[config.mk]
export PLATFORM = sky130hd
export DESIGN_NAME = scope_trigger_capture
export DESIGN_NICKNAME = d
export VERILOG_FILES = /design/src/rtl/scope_trigger_capture.sv
export SDC_FILE = /design/constraint.sdc
export NUM_CORES = 2
export LEC_CHECK = 0
export CAP_MARGIN = 20
export CORE_ASPECT_RATIO = 2
export CORE_UTILIZATION = 57
export DETAILED_ROUTE_END_ITERATION = 6
export PLACE_DENSITY = 0.73
export SYNTH_ARGS = -nofsm -noshare
export SYNTH_HDL_FRONTEND = slang
export SYNTH_SLANG_ARGS = --single-unit
[constraint.sdc]
create_clock -name iClk -period 7.8 [get_ports iClk]
set_clock_uncertainty 0.05 [all_clocks]
set_input_delay 1.56 -clock iClk [delete_from_list [all_inputs] [get_ports iClk]]
set_output_delay 1.56 -clock iClk [all_outputs]
set_load 0.05 [all_outputs]
[src/rtl/scope_trigger_capture.sv]
// scope_trigger_capture
// Edge trigger with programmable pre-trigger depth. It captures a record of
// 2**pDepthBits samples into a circular RAM and then streams the record out
// over valid/ready, oldest sample first.
// Optional build macro SCOPE_AUTO_TRIG_EN adds a forced trigger after
// pAutoTrigSamples samples in WAIT_TRIG. A forced trigger leaves oTrigd low.
module scope_trigger_capture #(
`ifdef SCOPE_AUTO_TRIG_EN
  parameter int pAutoTrigSamples = 1000,
`endif
  parameter int pDepthBits = 9
) (
  input  logic                  iClk,
  input  logic                  iRst,
  input  logic [7:0]            iADC_Data,
  input  logic                  iData_Valid,
  input  logic                  iArm,
  input  logic [7:0]            iTrigLevel,
  input  logic                  iTrigRising,
  input  logic [pDepthBits-1:0] iPreTrig,
  output logic [7:0]            oRd_Data,
  output logic                  oRd_Valid,
  output logic                  oRd_Last,
  input  logic                  iRd_Ready,
  output logic                  oBusy,
  output logic                  oTrigd
);

  localparam int cDepth = 2 ** pDepthBits;
  localparam logic [pDepthBits:0]   cLastIdx  = (pDepthBits + 1)'(cDepth - 1);
  localparam logic [pDepthBits-1:0] cLastBeat = pDepthBits'(cDepth - 1);
  localparam logic [pDepthBits-1:0] cPtrOne   = pDepthBits'(1);
  localparam logic [pDepthBits:0]   cPostOne  = (pDepthBits + 1)'(1);

  typedef enum logic [2:0] {
    sIdle,
    sPre,
    sWaitTrig,
    sPost,
    sRead
  } stateT;

  stateT state;

  logic [7:0]            sampleMem [cDepth];
  logic [pDepthBits-1:0] wrPtr;
  logic [pDepthBits-1:0] rdPtr;
  logic [pDepthBits-1:0] trigAddr;
  logic [pDepthBits-1:0] preLatch;
  logic [pDepthBits-1:0] preCnt;
  logic [pDepthBits-1:0] beatCnt;
  logic [pDepthBits:0]   postCnt;
  logic [pDepthBits:0]   postTarget;
  logic [7:0]            levelLatch;
  logic [7:0]            prevSample;
  logic                  risingLatch;
  logic                  prevValid;
  logic                  storeEn;
  logic                  realTrig;
  logic                  anyTrig;

`ifdef SCOPE_AUTO_TRIG_EN
  localparam int cAutoBits = $clog2(pAutoTrigSamples + 1);
  localparam logic [cAutoBits-1:0] cAutoLast = cAutoBits'(pAutoTrigSamples - 1);
  logic [cAutoBits-1:0] autoCnt;
`endif

  // Samples are stored only while a capture is filling the buffer.
  always_comb begin
    storeEn = iData_Valid && ((state == sPre) || (state == sWaitTrig) || (state == sPost));
  end

  // The trigger sample sits at index pre, so this many samples follow it.
  always_comb begin
    postTarget = cLastIdx - {1'b0, preLatch};
  end

  // Trigger decision for the incoming sample against the previous stored one.
  always_comb begin
    realTrig = 1'b0;
    if (prevValid) begin
      if (risingLatch) begin
        realTrig = (prevSample < levelLatch) && (iADC_Data >= levelLatch);
      end else begin
        realTrig = (prevSample > levelLatch) && (iADC_Data <= levelLatch);
      end
    end
    anyTrig = realTrig;
`ifdef SCOPE_AUTO_TRIG_EN
    anyTrig = realTrig || (autoCnt == cAutoLast);
`endif
  end

  // The sample RAM has no reset, so that it maps onto block memory.
  always_ff @(posedge iClk) begin
    if (storeEn) begin
      sampleMem[wrPtr] <= iADC_Data;
    end
  end

  // Capture/readout state machine with registered outputs.
  always_ff @(posedge iClk or posedge iRst) begin
    if (iRst) begin
      state       <= sIdle;
      wrPtr       <= '0;
      rdPtr       <= '0;
      trigAddr    <= '0;
      preLatch    <= '0;
      preCnt      <= '0;
      beatCnt     <= '0;
      postCnt     <= '0;
      levelLatch  <= '0;
      prevSample  <= '0;
      risingLatch <= 1'b0;
      prevValid   <= 1'b0;
      oRd_Data    <= '0;
      oRd_Valid   <= 1'b0;
      oRd_Last    <= 1'b0;
      oBusy       <= 1'b0;
      oTrigd      <= 1'b0;
`ifdef SCOPE_AUTO_TRIG_EN
      autoCnt     <= '0;
`endif
    end else begin
      case (state)
        sIdle: begin
          if (iArm) begin
            preLatch    <= iPreTrig;
            levelLatch  <= iTrigLevel;
            risingLatch <= iTrigRising;
            wrPtr       <= '0;
            preCnt      <= '0;
            prevValid   <= 1'b0;
            oBusy       <= 1'b1;
`ifdef SCOPE_AUTO_TRIG_EN
            autoCnt     <= '0;
`endif
            state       <= (iPreTrig == '0) ? sWaitTrig : sPre;
          end
        end

        sPre: begin
          if (iData_Valid) begin
            wrPtr      <= wrPtr + cPtrOne;
            prevSample <= iADC_Data;
            prevValid  <= 1'b1;
            preCnt     <= preCnt + cPtrOne;
            if ((preCnt + cPtrOne) == preLatch) begin
              state <= sWaitTrig;
            end
          end
        end

        sWaitTrig: begin
          if (iData_Valid) begin
            wrPtr      <= wrPtr + cPtrOne;
            prevSample <= iADC_Data;
            prevValid  <= 1'b1;
`ifdef SCOPE_AUTO_TRIG_EN
            autoCnt    <= autoCnt + 1'b1;
`endif
            if (anyTrig) begin
              trigAddr <= wrPtr;
              oTrigd   <= realTrig;
              postCnt  <= '0;
              if (postTarget == '0) begin
                rdPtr   <= wrPtr - preLatch;
                beatCnt <= '0;
                state   <= sRead;
              end else begin
                state   <= sPost;
              end
            end
          end
        end

        sPost: begin
          if (iData_Valid) begin
            wrPtr   <= wrPtr + cPtrOne;
            postCnt <= postCnt + cPostOne;
            if ((postCnt + cPostOne) == postTarget) begin
              rdPtr   <= trigAddr - preLatch;
              beatCnt <= '0;
              state   <= sRead;
            end
          end
        end

        sRead: begin
          if (!oRd_Valid) begin
            oRd_Data  <= sampleMem[rdPtr];
            rdPtr     <= rdPtr + cPtrOne;
            oRd_Valid <= 1'b1;
            oRd_Last  <= (beatCnt == cLastBeat);
          end else if (iRd_Ready) begin
            if (oRd_Last) begin
              oRd_Valid <= 1'b0;
              oRd_Last  <= 1'b0;
              oBusy     <= 1'b0;
              oTrigd    <= 1'b0;
              state     <= sIdle;
            end else begin
              oRd_Data <= sampleMem[rdPtr];
              rdPtr    <= rdPtr + cPtrOne;
              beatCnt  <= beatCnt + cPtrOne;
              oRd_Last <= ((beatCnt + cPtrOne) == cLastBeat);
            end
          end
        end

        default: state <= sIdle;
      endcase
    end
  end

endmodule

Word level (Yosys, flattened, before mapping)

Memory sizes are Yosys's and may differ from the RTL's.
Index checks and enable logic that the tools add are counted.

Memory bits (writable): 4096
Memories kept: 1
Output and inout bits: 12
Bits in read-only memories: 0
Register bits: 97
Latch bits: 0
Logic and storage cells: 151

Memories:

| name      | depth | bits a word | read ports | clocked after Yosys merged registers in | write ports | line | RTL |
|---|---|---|---|---|---|---|---|
| sampleMem | 512   | 8           | 1          | 0                                       | 1           | 45   | `logic [7:0] sampleMem [cDepth];` |

Muxes and demuxes: 64
Reductions and logical operators: 31
Equal/unequal tests: 26
Div/mod/pow operators: 0
Bitwise gates (word level): 0
$mul: 0
$add $sub $neg: 8
Shift-type cells: 0
Order comparisons: 4

Operators with widths:

| operator                                                                 | number |
|---|---|
| 9-bit two-way mux                                                        | 19 |
| 9-bit one-hot mux with 3 select lines                                    | 2 |
| 9-bit by 1-bit adder with 9-bit output (second input constant)           | 4 |
| 9-bit one-hot mux with 2 select lines                                    | 2 |
| 3-bit two-way mux                                                        | 11 |
| 10-bit two-way mux                                                       | 3 |
| 8-bit two-way mux                                                        | 3 |
| 2-bit inequality test (second input constant)                            | 10 |
| 10-bit one-hot mux with 2 select lines                                   | 1 |
| 9-bit equality test (second input constant)                              | 2 |
| 1-bit two-way mux                                                        | 18 |
| 9-bit subtractor                                                         | 2 |
| 3-bit one-hot mux with 5 select lines                                    | 1 |
| 3-bit AND reduction                                                      | 5 |
| 2-bit by 1-bit inequality test with 1-bit output (second input constant) | 6 |
| 2-bit nonzero test                                                       | 6 |
| 10-bit by 1-bit adder with 10-bit output (second input constant)         | 1 |
| 10-bit equality test                                                     | 1 |
| 10-bit logical NOT                                                       | 1 |
| 10-bit AND reduction                                                     | 1 |
| 9-bit by 9-bit subtractor with 10-bit output (first input constant)      | 1 |
| 9-bit equality test                                                      | 1 |
| 9-bit logical NOT                                                        | 1 |
| 9-bit AND reduction                                                      | 1 |
| other kinds (21)                                                         | 30 |

Logic depth before layout (Yosys ltp)

Depth in word-level cells: 7
Gate-level depth with buffers: 17
Gate-level depth less buffers: 15

Least setup slack after synthesis

OpenSTA, ideal clock, no wires.

Path type: input to register
From: input port iData_Valid
To: memory sampleMem[458][0] (enable)
Required time: 7380 ps
Arrival: 3294 ps
Stages: 7
Slack: 4086 ps
Setup time: 370 ps
Path through: clkbuf_1 nor2b_1 o21ai_0 nor3b_1 nand2_1 clkbuf_1 nor2_1

Longest elaborated chain between the ends: 3

Ends and longest elaborated chain:

| element                                 | line | RTL |
|---|---|---|
| start, declared                         | 16   | `input logic iData_Valid,` |
| 1-bit logical AND                       | 70   | `storeEn = iData_Valid && ((state == sPre) \|\| (state == sWaitTrig) \|\| (state == sPost));` |
| 1-bit two-way mux                       | 96   | `if (storeEn) begin` |
| 1-bit two-way mux (not written as such) | 97   | `sampleMem[wrPtr] <= iADC_Data;` |
| end, declared                           | 45   |  |

Every way passes these cells.

Worst setup path in the final report

From: input port iData_Valid
To: memory sampleMem[497][2] (enable)

The elaborated chain is that of the path after synthesis.

==> out/metrics.csv <==
stage,metric,value,unit
outcome,status,finished with violations,
outcome,failing checks,design-rule violations,
detailed_routing,drt first pass iters,7,
detailed_routing,Routed Wire Length,486000,um
place,hpwl dp,309000,um
worst_setup_path,critical path class,in -> reg,
detailed_routing,vias,86400,
detailed_routing,remaining routing DRC violations,3,
power_and_ir_drop,Comb power frac,31.2,%
synthesis,Synthesized Nets,8209,
synthesis,Post-Synth Simple-Gate Area,2.79,%
sta,normalized max-slew margin,2.50,%
synthesis,Synth Flop Type,edfxtp_1,
synthesis,Synth Cell Area,165000,um^2
sta,max-slew violation count,0,
synthesis,Post-Synth Adder-Cell Area,0.270,%
worst_setup_path,cell depth of the worst setup path,7,
worst_setup_path,CP Max Fanout,25,
power_and_ir_drop,Flop pwr share,41.2,%
power_and_ir_drop,Total Power,61.7,mW
worst_setup_path,FF-to-FF path depth,9,
final_layout,share of cells above drive strength 1,20.4,%
floorplan,Die Wd,382,um
power_and_ir_drop,sw power,20.7,mW
synthesis,Synth Warn #,0,
cts,CTS Root Cell,clkbuf_16,
sta,# setup viols final,0,
cts,Post-CTS Setup Inserts,0,
power_and_ir_drop,switching portion of total power,33.5,%
global_route,first-pass GRT wire length,669000,um
cts,# hold bufs at CTS,0,
cts,htree depth,5,
floorplan,Chip Height,762,um
global_route,pin count of the biggest net entering global routing,168,
detailed_routing,Via density,7.03,
floorplan,die area,291000,um^2
sta,Tcrit/Tclk final,69.1,%
floorplan,Top Ports,43,
synthesis,post-synth cell types,77,
synthesis,largest family of logic cells by synthesized area,multiplexers,
cts,CTS max path bufs,4,
cts,TritonCTS clock tree,yes,
final_layout,Final Cell Area,180000,um^2
worst_setup_path,critical path buffer and inverter count,2,
sta,TNS Setup,0,ns
worst_setup_path,crit path DAT,5.87,ns
worst_setup_path,CP required,8.28,ns
sta,min Tclk post-route,5.39,ns
power_and_ir_drop,Int Pwr,41.0,mW
power_and_ir_drop,clock network power share,27.6,%
synthesis,"EDFF count, synth",4096,
global_route,total grt overflow,0,
synthesis,fraction of registers with async set/reset,2.31,%
synthesis,average size of a mapped cell,20.2,um^2
sta,Min Hold Slack,0.455,ns
global_route,vias in the first global route,86600,
synthesis,Synth Area in XOR/XNOR,0.218,%
synthesis,"FF+latch count, synth",4193,
cts,clock slew at reported path FFs,0.07,ns
detailed_routing,antenna-violating nets left,0,
final_layout,area delta synth->final,9.41,%
power_and_ir_drop,Power Density,342,nW/um^2
final_layout,"Core Util, Final",62.8,%
cts,"Clk Latency, worst-skew pair",0.91,ns
flow_run,maxcap violations,0,
sta,final hold violation count,0,
synthesis,gate count of the mapped netlist,8143,
min_path,worst hold path depth,1,
worst_setup_path,crit-path max cell delay,0.92,ns
final_layout,Final nets,8294,
global_route,initial antenna violation count,21,
worst_setup_path,Worst setup EP type,register,
worst_setup_path,crit start category,input pin,
floorplan,core area,287000,um^2
worst_setup_path,crit path max-delay cell type,nor3_1,
global_route,Total GRT Usage,33.4,%
place,Post-DP Area,170000,um^2
cts,TritonCTS Buffers,327,
synthesis,complex-gate fraction of the synthesized area,3.46,%
worst_setup_path,worst-path cell chain,clkdlybuf4s50_1 -> nor2b_1 -> o21ai_0 -> nor3_1 -> nand2_4 -> buf_4 -> nor2_1,
floorplan,Initial Utilization,57.4,%
cts,Resize count post-CTS,0,
place,port bufs,42,
cts,Sinks on Clock Net,4193,
synthesis,mux cell area share after synthesis,15.4,%
sta,Slew @ Worst Pin,1.46,ns
sta,fmax,186,MHz
power_and_ir_drop,Max VDD drop,0.405,mV
worst_setup_path,Crit path max-delay family,simple AND/OR/NAND/NOR gates,
sta,RSZ-0062 raised after global routing,no,
min_path,worst hold-check path type,reg -> reg,
synthesis,post-synthesis sequential area ratio,76.1,%
detailed_routing,Detailed Route Iter0 Violations,12500,
floorplan,num rows,278,
power_and_ir_drop,leakage,56.3,nW
place,RePlAce Congestion,0.982,
detailed_routing,drt wl/cell,39.5,um
==> final timing paths <==
| check | startpoint | to | slack [ns] |
|---|---|---|---|
| setup / recovery | iData_Valid | sampleMem[497][2]$_DFFE_PP_ | 2.41 |
| hold / removal | trigAddr[5]$_DFFE_PP0P_ | trigAddr[5]$_DFFE_PP0P_ | 0.45 |
| setup reg to reg | rdPtr[0]$_DFFE_PP0P_ | oRd_Data[7]$_DFFE_PP0P_ | 2.47 |
| hold reg to reg | trigAddr[5]$_DFFE_PP0P_ | trigAddr[5]$_DFFE_PP0P_ | 0.45 |
| max in group asynchronous | iRst | rdPtr[5]$_DFFE_PP0P_ | 5.29 |
| min in group asynchronous | iRst | oBusy$_DFFE_PP0P_ | 0.98 |
==> layout by cell type (no fill, tap or decap), types with 36 or more instances in the layout <==
cell,instances
nor2_1,591
a21oi_1,214
nor3_1,38
o21ai_0,181
a211oi_1,48
mux2i_1,380
a221oi_1,91
nand2_1,271
o221ai_1,48
clkbuf_16,335
edfxtp_1,4096
clkbuf_1,50
inv_1,36
bufinv_16,36
clkinv_2,55
clkinv_1,64
buf_4,184
a22oi_1,59
o22ai_1,61
mux4_2,943
dfrtp_1,90
nand3_1,66
==> synth_stat cells, drive strengths merged (41+ instances only) <==
| cell type | number | area (um^2) |
|---|---|---|
| clkbuf | 233 | 875 |
| edfxtp | 4096 | 123000 |
| dfrtp | 97 | 2430 |
| a211oi | 48 | 360 |
| nand3 | 66 | 330 |
| mux4 | 943 | 21200 |
| mux2i | 380 | 3800 |
| a221oi | 91 | 797 |
| nand2 | 289 | 1080 |
| o221ai | 48 | 420 |
| o21ai | 189 | 950 |
| a21oi | 214 | 1070 |
| buf | 270 | 1830 |
| a22oi | 59 | 443 |
| nor3 | 41 | 205 |
| nor2 | 601 | 2260 |
| o22ai | 61 | 382 |
==> area by class of cell <==
cell class                 instances  area [um^2]
inverter                          41          170
sequential                      4193       125000
clock buffer                     390         8640
tap                             3780         4730
clock inverter                   202         2030
antenna                           20         50.0
fill                           19000       107000
multi-input combinational       3406        36700
timing repair buffer             259         2480
==> stage by stage <==
stage / worst slack [ns] / cells
after floorplan: 3.66 / 8143
after global placement: 1.77 / 11700
after detailed placement: 1.63 / 11700
after CTS: 2.55 / 12300
after global routing: 2.38 / 12300
final: 2.41 / 12300
==> cell families after synthesis <==
group,count (synthesis)
adder cells (fa/ha/maj),35
AND/OR/NAND/NOR,1110
XOR/XNOR,41
buffers and inverters,544
flip-flops,4193
AO/OA/AOI/OAI,868
multiplexers,1352
==> power groups by stage <==
stage | registers [mW] | logic, mW | clock network (mW)
2_1_floorplan | 25.6 | 11.4 | 0
3_3_place_gp | 25.9 | 18.5 | 0
3_5_place_dp | 25.9 | 18.7 | 0
4_1_cts | 25.4 | 18.8 | 17.0
5_1_grt | 25.4 | 19.4 | 17.8
6_report | 25.4 | 19.2 | 17.0
==> routing by layer <==
layer	GRT usage (%)	part of all wire [%]	wire length (um)	up-vias
li1	-	-	-	33700
met3	5.81	9.0	43600	1650
met5	0	0.020	98	-
met1	36.0	30	144000	44700
met4	29.4	11	52400	16
met2	56.6	51	246000	6339
==> state kept, by name, indices dropped and copies added (netlist names) <==
signal / cells
sampleMem: 4096
postCnt: 10
beatCnt: 9
preCnt: 9
preLatch: 9
rdPtr: 9
trigAddr: 9
wrPtr: 9
levelLatch: 8
oRd_Data: 8
prevSample: 8
state: 3
oBusy: 1
oRd_Last: 1
oRd_Valid: 1
oTrigd: 1
prevValid: 1
risingLatch: 1
==> worst register-to-register path: stages, from the launching register on <==
cell	delay, ns
dfrtp_4	0.89
buf_4	0.50
buf_12	0.44
mux4_2	0.69
a22oi_1	0.49
a21oi_1	0.38
a221oi_1	1.11
a311oi_1	0.30
o32ai_1	0.23
o21ai_0	0.11
Note: power is estimated with default switching activity, not from simulation.
